`config.mk`:
```
export PLATFORM = sky130hd
export DESIGN_NAME = regfile_wr_demux_8x16
export DESIGN_NICKNAME = d
export VERILOG_FILES = /design/src/rtl/regfile_wr_demux_8x16.sv
export SDC_FILE = /design/constraint.sdc
export NUM_CORES = 1
export LEC_CHECK = 0
export ABC_AREA = 1
export CORE_MARGIN = 2
export CORE_UTILIZATION = 55
export CTS_CLUSTER_DIAMETER = 40
export DETAILED_ROUTE_END_ITERATION = 10
export DONT_BUFFER_PORTS = 1
export PLACE_DENSITY = 0.68
export RECOVER_POWER = 100
export SYNTH_ARGS = -nofsm -noshare
export SYNTH_HDL_FRONTEND = slang
export SYNTH_SLANG_ARGS = --single-unit
```
`constraint.sdc`:
```
create_clock -name clk -period 3.8 [get_ports clk]
set_input_delay 0.57 -clock clk [delete_from_list [all_inputs] [get_ports clk]]
set_output_delay 0.57 -clock clk [all_outputs]
set_load 0.01 [all_outputs]
```
`src/rtl/regfile_wr_demux_8x16.sv`:
```
// ---------------------------------------------------------------------------------------------
// regfile_wr_demux_8x16
//
// Eight-entry register file for the unpipelined WiscSP13 datapath. The 3-bit destination ID
// from the upstream destination-select mux is decoded into one-hot write enables. The selected
// register captures wr_data on the rising edge. Two combinational read ports return the stored
// data and a per-register "written since reset" valid bit. A saturating 8-bit counter tracks
// the number of accepted writes.
//
// Build option:
//   RF_BYPASS_EN  When defined, a read port that addresses the register being written in the
//                 current cycle returns wr_data with valid = 1 in that same cycle. Bypass is
//                 suppressed while rst_n is low. When undefined, reads return stored contents
//                 only.
//
// Ports:
//   clk        in   system clock, rising edge
//   rst_n      in   asynchronous active-low reset
//   wr_en      in   write request this cycle
//   wr_reg     in   [2:0] destination register ID
//   wr_data    in   [DATA_W-1:0] write data
//   rd_reg1/2  in   [2:0] read port register IDs
//   rd_data1/2 out  [DATA_W-1:0] read data
//   rd_vld1/2  out  valid bit of the addressed register
//   wr_onehot  out  [7:0] decoded write enables (independent of rst_n)
//   wr_cnt     out  [7:0] saturating count of accepted writes since reset
// ---------------------------------------------------------------------------------------------
module regfile_wr_demux_8x16 #(
    parameter int unsigned          DATA_W    = 16,
    parameter logic [DATA_W-1:0]    RESET_VAL = {DATA_W{1'b0}}
) (
    input  logic              clk,
    input  logic              rst_n,
    input  logic              wr_en,
    input  logic [2:0]        wr_reg,
    input  logic [DATA_W-1:0] wr_data,
    input  logic [2:0]        rd_reg1,
    input  logic [2:0]        rd_reg2,
    output logic [DATA_W-1:0] rd_data1,
    output logic [DATA_W-1:0] rd_data2,
    output logic              rd_vld1,
    output logic              rd_vld2,
    output logic [7:0]        wr_onehot,
    output logic [7:0]        wr_cnt
);

    logic [DATA_W-1:0] regs_q [8];
    logic [DATA_W-1:0] regs_d [8];
    logic [7:0]        vld_q;
    logic [7:0]        vld_d;
    logic [7:0]        wr_cnt_q;
    logic [7:0]        wr_cnt_d;

    // Write decode: at most one bit set, purely a function of wr_en and wr_reg.
    always_comb begin
        wr_onehot = 8'h00;
        if (wr_en) begin
            wr_onehot = 8'b1 << wr_reg;
        end
    end

    // Next-state: only the decoded register and its valid bit change.
    always_comb begin
        vld_d    = vld_q;
        wr_cnt_d = wr_cnt_q;
        for (int i = 0; i < 8; i++) begin
            regs_d[i] = regs_q[i];
            if (wr_onehot[i]) begin
                regs_d[i] = wr_data;
                vld_d[i]  = 1'b1;
            end
        end
        if (wr_en && (wr_cnt_q != 8'hFF)) begin
            wr_cnt_d = wr_cnt_q + 8'd1;
        end
    end

    always_ff @(posedge clk or negedge rst_n) begin
        if (!rst_n) begin
            for (int i = 0; i < 8; i++) begin
                regs_q[i] <= RESET_VAL;
            end
            vld_q    <= 8'h00;
            wr_cnt_q <= 8'h00;
        end else begin
            for (int i = 0; i < 8; i++) begin
                regs_q[i] <= regs_d[i];
            end
            vld_q    <= vld_d;
            wr_cnt_q <= wr_cnt_d;
        end
    end

    assign wr_cnt = wr_cnt_q;

    // Read ports. With bypass, an in-flight write to the addressed register is forwarded.
    always_comb begin
        rd_data1 = regs_q[rd_reg1];
        rd_vld1  = vld_q[rd_reg1];
        rd_data2 = regs_q[rd_reg2];
        rd_vld2  = vld_q[rd_reg2];
`ifdef RF_BYPASS_EN
        // Gate on rst_n so reset values are visible immediately, even mid-write.
        if (rst_n && wr_en && (rd_reg1 == wr_reg)) begin
            rd_data1 = wr_data;
            rd_vld1  = 1'b1;
        end
        if (rst_n && wr_en && (rd_reg2 == wr_reg)) begin
            rd_data2 = wr_data;
            rd_vld2  = 1'b1;
        end
`else
`endif
    end

endmodule

```
======== Yosys cells after proc, flatten, opt, wreduce, memory -nomap -nowiden ========
Index checks and enable logic that the tools add are counted.
cells by class
  $add $sub $neg .......................... 1
  $lt $le $gt $ge ......................... 4
  eq/ne operators ......................... 1
  shifts and indexed selects .............. 1
  mux-type cells .......................... 11
  bitwise operators ....................... 2
  reduce and logical (&&, ||, !) cells .... 1
operator list
  operator               count
  $bmux W16 S3           2
  $mux W16               4
  $add A8 B1 Y8 const B  1
  $ge A4 B4 Y1 const B   2
  $lt A3 B4 Y1 const B   2
  $mux W8                1
  $ne A8 B8 Y1 const B   1
  $not A3 Y4             2
  $shl A1 B3 Y8 const A  1
  $bmux W1 S3            2
  $mux W1                2
  $logic_and A1 B1 Y1    1
word-level totals
  bits in registers ....................... 144
  input bits .............................. 28
  output and inout bits ................... 50
  word-level logic and storage cells ...... 38

======== Logic depth before layout (Yosys ltp) ========
  word-level depth ........................ 4
  mapped depth ............................ 9
  depth with buffers taken out ............ 7

======== Worst setup path before layout ========
Ideal clock, no wire load.
  path kind ............................... input to output
  start ................................... input port rd_reg2[0]
  end ..................................... output port rd_data2[11]
  data arrival time ....................... 1358 ps
  required time ........................... 3230 ps
  path slack .............................. 1872 ps
  cell stages on the path ................. 9
  path buffers ............................ 3
  path through ............................ buf_2 > inv_2 > buf_4 > buf_4 > nand2_1 > nand3_1 > nand2_1 > nand2_1 > nand2_1
on the way
  cells in the longest elaborated chain, start to end .. 4
ends and longest elaborated chain
  what                                         line  source
  start: declaration                           38    input logic [2:0] rd_reg2,
  $not A3 Y4 (implied by the code)             100   rd_data2 = regs_q[rd_reg2];
  $bmux W16 S3                                 100
  $mux W16 (implied by the code) (2 in a row)  100
  end: declaration                             40    output logic [DATA_W-1:0] rd_data2,
Every way passes these cells. The select of a mux whose other input is x is not followed.

======== Final worst setup path ========
  start ................................... input port rd_reg2[1]
  end ..................................... output port rd_data2[14]
Same word-level chain as after synthesis.

==> run_results.csv <==
group,metric,value,unit
run_status,status,"finished with violations",
run_status,violations,"negative hold slack, max-capacitance violations, max-slew violations",
pwr,ir_drop,0.3503,mV
cells_and_area,drive_gt1_share,3.473,%
synthesis,ys.warnings.count,0,
setup_path,path_class,"in2out",
timing,finClkSkew,0.001061,ns
synthesis,synthesis.area,0.008732,mm^2
timing,final-setup-viol-count,0,
floorplan,die_area,0.01690,mm^2
cells_and_area,fin_nets,1283,
clock_network,cts_root_buffer,"clkbuf_16",
timing,slew_violations,66,
pwr,leakage,5.066,nW
flow_run,maxCapViolCount,2,
global_route,grt_first_pass_wirelength,39760,um
synthesis,synth_area_leaders,"dfrtp_1 (41%), nand2_1 (26%), nand3_1 (8.3%)",
cells_and_area,diodes,0,
setup_path,startpoint,"rd_reg2[1]",
floorplan,initial_utilization,55.57,%
timing,worst_slew_pin_slew,2.267,ns
clock_network,clock_sinks,144,
global_route,antenna_found_initial,0,
cells_and_area,area_growth,3.210,%
clock_network,clockBufferDepth,2,
timing,finalCritPeriodShare,79.62,%
synthesis,synth_area_leader_cell,"dfrtp_1",
synthesis,synth_cell_types,25,
placement,gp_congestion,0.8282,
synthesis,synth_top_area_share,41.27,%
setup_path,path_delay_family,"buffers and inverters",
clock_network,h-tree-depth,4,
floorplan,ios,78,
placement,dpl.hpwl,14790,um
placement,portBuffers,0,
floorplan,num_rows,46,
drt,vias,7874,
floorplan,die_x,130,um
timing,whs,-0.1708,ns
floorplan,fp.dieH,130,um
setup_path,cp_slowest_stage_delay,1.00,ns
clock_network,cts_buffers,17,
global_route,grt_usage,30.86,%
setup_path,worst-path-buf-inv,2,
drt,firstDrtPassIters,5,
drt,drt_iter0_drc,646,
setup_path,crit_slowest_cell,"clkbuf_1",
synthesis,ys_seq_area_share,41.27,%
synthesis,synth_nets,1333,
timing,finalHoldViolCount,144,
synthesis,syn_inst,1304,
setup_path,worstPathRequired,3.23,ns
timing,rsz0062_at_grt,"no",
drt,post_drt_wl_per_cell,16.62,um
clock_network,clk_pin_slew,0.06,ns
drt,postRouteAntennaNets,0,
synthesis,synth_seq_cells,144,
drt,drc,0,
clock_network,clock_latency,0.43,ns
global_route,overflow,0,
clock_network,cts_tree,"built",
timing,setup_tns,0,ns
clock_network,cts_resized,0,
worst_hold_path,hold_path_class,"in2async",
synthesis,synth_area_per_cell,6.696,um^2
drt,routed_wl,24650,um
timing,max_freq,330.5,MHz
floorplan,core,0.01571,mm^2
setup_path,cp.arrival,2.46,ns
setup_path,path_cells,"clkinv_1, clkbuf_1, nand3_1, nand2_1, nand2_1, nand2_1",
cells_and_area,fin_util,57.36,%
global_route,grt_max_degree,145,
setup_path,cp-start-kind,"input port",
setup_path,rr_startpoint,"wr_cnt[0]",
drt,viasPerCell,5.310,
setup_path,endpoint_kind,"output port",
timing,slew_headroom,-51.66,%
pwr,cellPowerDensity,534.3,mW/mm^2
global_route,grt_pass1_vias,7561,
setup_path,crit_top_cell,"nand2_1",
cells_and_area,nFillCells,1598,
timing,period_minus_slack,3.026,ns
setup_path,crit_fanout,35,
[kinds of logic after synthesis]
logic type | synth area share, %
fa+ha+maj | 0.1433
simple gates | 36.31
compound gates | 9.156
flops | 41.27
buf+inv | 13.13
[cells in the mapped netlist (all sizes together)]
master	number
a21oi	1
buf	63
clkbuf	13
clkinv	4
dfrtp	144
ha	1
inv	175
nand2	614
nand3	144
nand3b	1
nand4	3
nor2	10
o21ai	131
[metrics by stage]
step | total power, mW | setup slack, ns | std cells | hold slack (ns) | area [um^2]
after floorplan | 2.858 | 1.872 | 1304 | 0.2744 | 8732
after global placement | 3.008 | 1.322 | 1451 | 0.2787 | 8583
after detailed placement | 3.034 | 1.315 | 1451 | 0.2782 | 8583
after CTS | 4.891 | 1.304 | 1483 | -0.1788 | 9228
after global routing | 5.114 | 0.6450 | 1483 | -0.1857 | 9012
final | 4.815 | 0.7745 | 1483 | -0.1708 | 9012
[what timing repair did]
action,4_1_cts,5_1_grt
endpoints found under the setup margin,0,0
hold endpoints to repair,144,144
buffers inserted,0,0
[layout make-up]
class	count	area (um^2)	area share, %
Clock buffer	18	429.2	4.762
Clock inverter	14	215.2	2.388
Inverter	179	673.1	7.469
Multi-Input combinational cell	905	3786	42.01
Sequential cell	144	3603	39.98
Tap cell	216	270.3	2.999
Timing Repair Buffer	7	35.03	0.3887
[routing by layer]
metal | track usage [%] | wire length, um | vias up
met2 | 49.74 | 11180 | 325
met3 | 7.626 | 2029 | 47
li1 | - | - | 3868
met4 | 10.69 | 572 | 0
met1 | 40.93 | 10870 | 3634
met5 | 0 | 0 | -
[registers in the layout, summed over array words and instances, names as in the netlist]
name,cells
vld_q,8
regs_q,128
wr_cnt,8
[where the power goes]
group / switching [mW] / total (mW) / internal [mW]
sequential: 0.180 / 2.00 / 1.82
combinational: 0.631 / 0.959 / 0.328
clock: 0.694 / 1.86 / 1.16
[placed cells by master, fill, tap and decap left out, drive strengths merged, types with 3 or more instances in the layout]
master,Yosys,layout
nand2,614,614
inv,175,174
nand3,144,144
dfrtp,144,144
o21ai,131,131
clkbuf,13,23
clkinv,4,11
nor2,10,10
bufinv,0,5
nand4,3,3
clkinvlp,0,3
[worst register-to-register path: cells and delay by family (launching register included)]
kind | cells | cell delay [ns]
and+or+nand+nor | 5 | 0.66
DFF | 1 | 0.47
buffers and inverters | 1 | 0.05
adders and majority gates | 1 | 0.31
[final timing paths]
| path | to | slack (ns) | cells after the start |
|---|---|---|---|
| hold / removal | regs_q[90] | -0.17 | 0 |
| hold reg to reg | vld_q[4] | 0.47 | 2 |
| setup / recovery | rd_data2[14] | 0.77 | 6 |
| min in group clk | regs_q[9] | 0.26 | 2 |
| max in group asynchronous | regs_q[115] | 3.79 | 0 |
| setup reg to reg | wr_cnt[0] | 2.20 | 7 |
(Power assumes the default switching activity.)
==> variant, RTL diff (config.mk and constraints unchanged) <==
Put a register stage on the output `wr_onehot`. The value now appears one clock later. The other outputs are not delayed to match.
--- a/src/rtl/regfile_wr_demux_8x16.sv
+++ b/src/rtl/regfile_wr_demux_8x16.sv
@@ -44,6 +44,8 @@
     output logic [7:0]        wr_cnt
 );
 
+    logic [7:0] wr_onehot_d;
+
     logic [DATA_W-1:0] regs_q [8];
     logic [DATA_W-1:0] regs_d [8];
     logic [7:0]        vld_q;
@@ -53,9 +55,9 @@
 
     // Write decode: at most one bit set, purely a function of wr_en and wr_reg.
     always_comb begin
-        wr_onehot = 8'h00;
+        wr_onehot_d = 8'h00;
         if (wr_en) begin
-            wr_onehot = 8'b1 << wr_reg;
+            wr_onehot_d = 8'b1 << wr_reg;
         end
     end
 
@@ -65,7 +67,7 @@
         wr_cnt_d = wr_cnt_q;
         for (int i = 0; i < 8; i++) begin
             regs_d[i] = regs_q[i];
-            if (wr_onehot[i]) begin
+            if (wr_onehot_d[i]) begin
                 regs_d[i] = wr_data;
                 vld_d[i]  = 1'b1;
             end
@@ -113,5 +115,9 @@
 `endif
     end
 
+    always_ff @(posedge clk) begin
+        wr_onehot <= wr_onehot_d;
+    end
+
 endmodule
 
Behaviour: not the same (Yosys sat finds a counterexample within 4 cycles, from zero or initial values and one cycle with rst_n low).
==> variant against the unedited design <==
  * The run still ends with hold timing, capacitance limit, slew limit left
  * Final area rose by 1.3%
  * Routed wire length fell by 0.46%
  * Via count rose by 1.1%
  * Count of clock-buffer cells in the layout did not move
  * Clock power fell by 5%
  * Die area rose by 2.2%
  * Sequential cell count rose by 8
  * Sequential power rose by 3%
  * Worst setup slack got worse by 0.068 ns
  * Total power fell by 0.41%
  * Synthesized area rose by 2.2%
  * Clock skew rose by 0.00057 ns
==> variant: results (changes against the unedited design) <==
* DR top layer: met4
* Final #Nets at 1288 (+0.39%)
* Vias in the first global route at 7787 (+3.0%)
* Final Hold Fails at 144 (unchanged)
* Commonest cells in the netlist: 605 x nand2_1, 167 x inv_1, 144 x dfrtp_1, 143 x nand3_1, 60 x o21ai_1
* Layout cell share with drive strength beyond 1 at 3.54% (+0.065 points)
* Placed cells at 1456 (+0.34%)
* Pre-Repair DR Iteration Count at 9 (+4)
* Worst hold slack at -0.175 ns (-0.00389 ns)
* Average size of a mapped cell at 6.82 um^2 (+1.8%)
* Routability cong. at 0.852 (+2.8%)
* Failing checks: hold timing, capacitance limit, slew limit
* Root buffer cell: clkbuf_16
* First-pass GRT wire length at 40.6 mm (+2.1%)
* TritonCTS Buffers at 17 (unchanged)
* WL met2 at 11.1 mm (-1.1%)
* Slew Viols, Final at 34 (-48%)
* Post-DP Area at 8770 um^2 (+2.2%)
* Worst R2R Start: wr_cnt[0]
* Ys flop type: dfrtp_1
* Clock skew at 0.00164 ns (+0.000574 ns)
* Worst min path class: input port to async pin
* Slowest cell on the critical path: clkbuf_1
* Met1 wire length at 10.6 mm (-2.3%)
* Synth area leaders: dfrtp_1 40%, nand2_1 25%, nand3_1 8.0%
* Status: complete, but fails checks
* Avg WL per Cell at 16.5 um (-0.79%)
* Port Buffers at 0 (unchanged)
* Synth unique cells at 27 (+8.0%)
* H-tree depth at 4 (unchanged)
* Max Cap Viol at 1 (-1)
* Worst EP arrival at 2.52 ns (+0.06 ns)
* Pleak at 5.11 nW (+0.93%)
* Clock Pin Slew Worst Setup and Hold Paths at 0.07 ns
* Met3 wire length at 2.27 mm (+12%)
* Top reg by flops: regs_q
* Routed WL at 24.5 mm (-0.46%)
* Post-synth ARST share at 94.7% (-5.3 points)
* Iter 0 DRT Violations at 677 (+4.8%)
* FILL cells at 1608 (+0.63%)
* Largest buffer count on any clock path at 2 (unchanged)
* Post-CTS Setup Repair Bufs at 0 (unchanged)
* Register area share after synthesis at 42.2% (+0.89 points)
* Place WS at 1.41 ns (+0.0921 ns)
* Worst-path fanout max at 35 (unchanged)
* VDD IR-drop max at 0.366 mV (+4.4%)
* GRT Resource Usage Total at 29.5% (-1.3 points)
* Pin count of the biggest net entering global routing at 145 (unchanged)
* Least-Margin Pin Slew at 2.54 ns (+0.275 ns)
* Psw at 1.56 mW (+3.7%)
* Yosys warnings at 0 (unchanged)
* Clock latency on the worst-skew pair at 0.44 ns
* Number of synthesized flops with an enable pin at 0 (unchanged)
* Via/cell ratio at 5.35 (+0.74%)
* Initial antenna violation count at 0 (unchanged)
* Post-CTS Resized at 0 (unchanged)
* CP max stage delay at 1.12 ns (+0.12 ns)
* Post-DP HPWL at 14.7 mm (-0.32%)
* Max reg flops at 128 (unchanged)
variant: cell count changes in the layout (fill, tap and decap cells not counted), sizes merged, moves of 3 or more:
cell    unedited run  this run
bufinv             5         2
clkinv            11         7
dfxtp              0         8
inv              174       179
clkbuf            23        19
buf                2         5
variant: path summary, 6_finish.rpt:
kind	end	slack, ns	cells past startpoint
max	rd_data2[14]	0.71	6
min	regs_q[41]	-0.17	0
max reg2reg	wr_cnt[2]	2.25	7
min reg2reg	vld_q[4]	0.47	2
max in group asynchronous	regs_q[50]	3.60	0
min in group clk	regs_q[9]	0.26	2
variant: cells by family after synthesis:
kind of cell / count (synthesis) / share of synthesized area (%)
adder cells (fa/ha/maj): 1 / 0.140
flip-flops: 152 / 42.2
AO/OA/AOI/OAI: 131 / 9.07
AND/OR/NAND/NOR: 771 / 35.7
buffers and inverters: 254 / 12.8
XOR/XNOR: 1 / 0.0981
variant: layer usage:
metal	GRT usage, %	vias up
met1	40.6	3699
met5	0	-
met4	9.30	0
met2	46.5	333
li1	-	3885
met3	6.91	42
variant: power groups by stage:
stage	combinational [mW]	clock, mW	sequential [mW]
after global routing	1.13	1.85	2.12
after floorplan	0.887	0	2.06
after CTS	1.03	1.78	2.07
final	0.960	1.76	2.07
after detailed placement	1.02	0	2.10
after global placement	1.00	0	2.09
variant: area by class of cell:
cell class	instances	area (um^2)	area share, %
well taps	216	270	2.96
clock inverters	14	165	1.81
clock buffers	18	439	4.81
repair buffers	6	41.3	0.452
inverters	178	669	7.33
flip-flops and latches	152	3760	41.2
multi-input cells	904	3780	41.4
variant: critical path, delay by kind of cell:
kind          cells  cell delay [ns]
buf+inv           2             1.36
simple gates      4             0.56
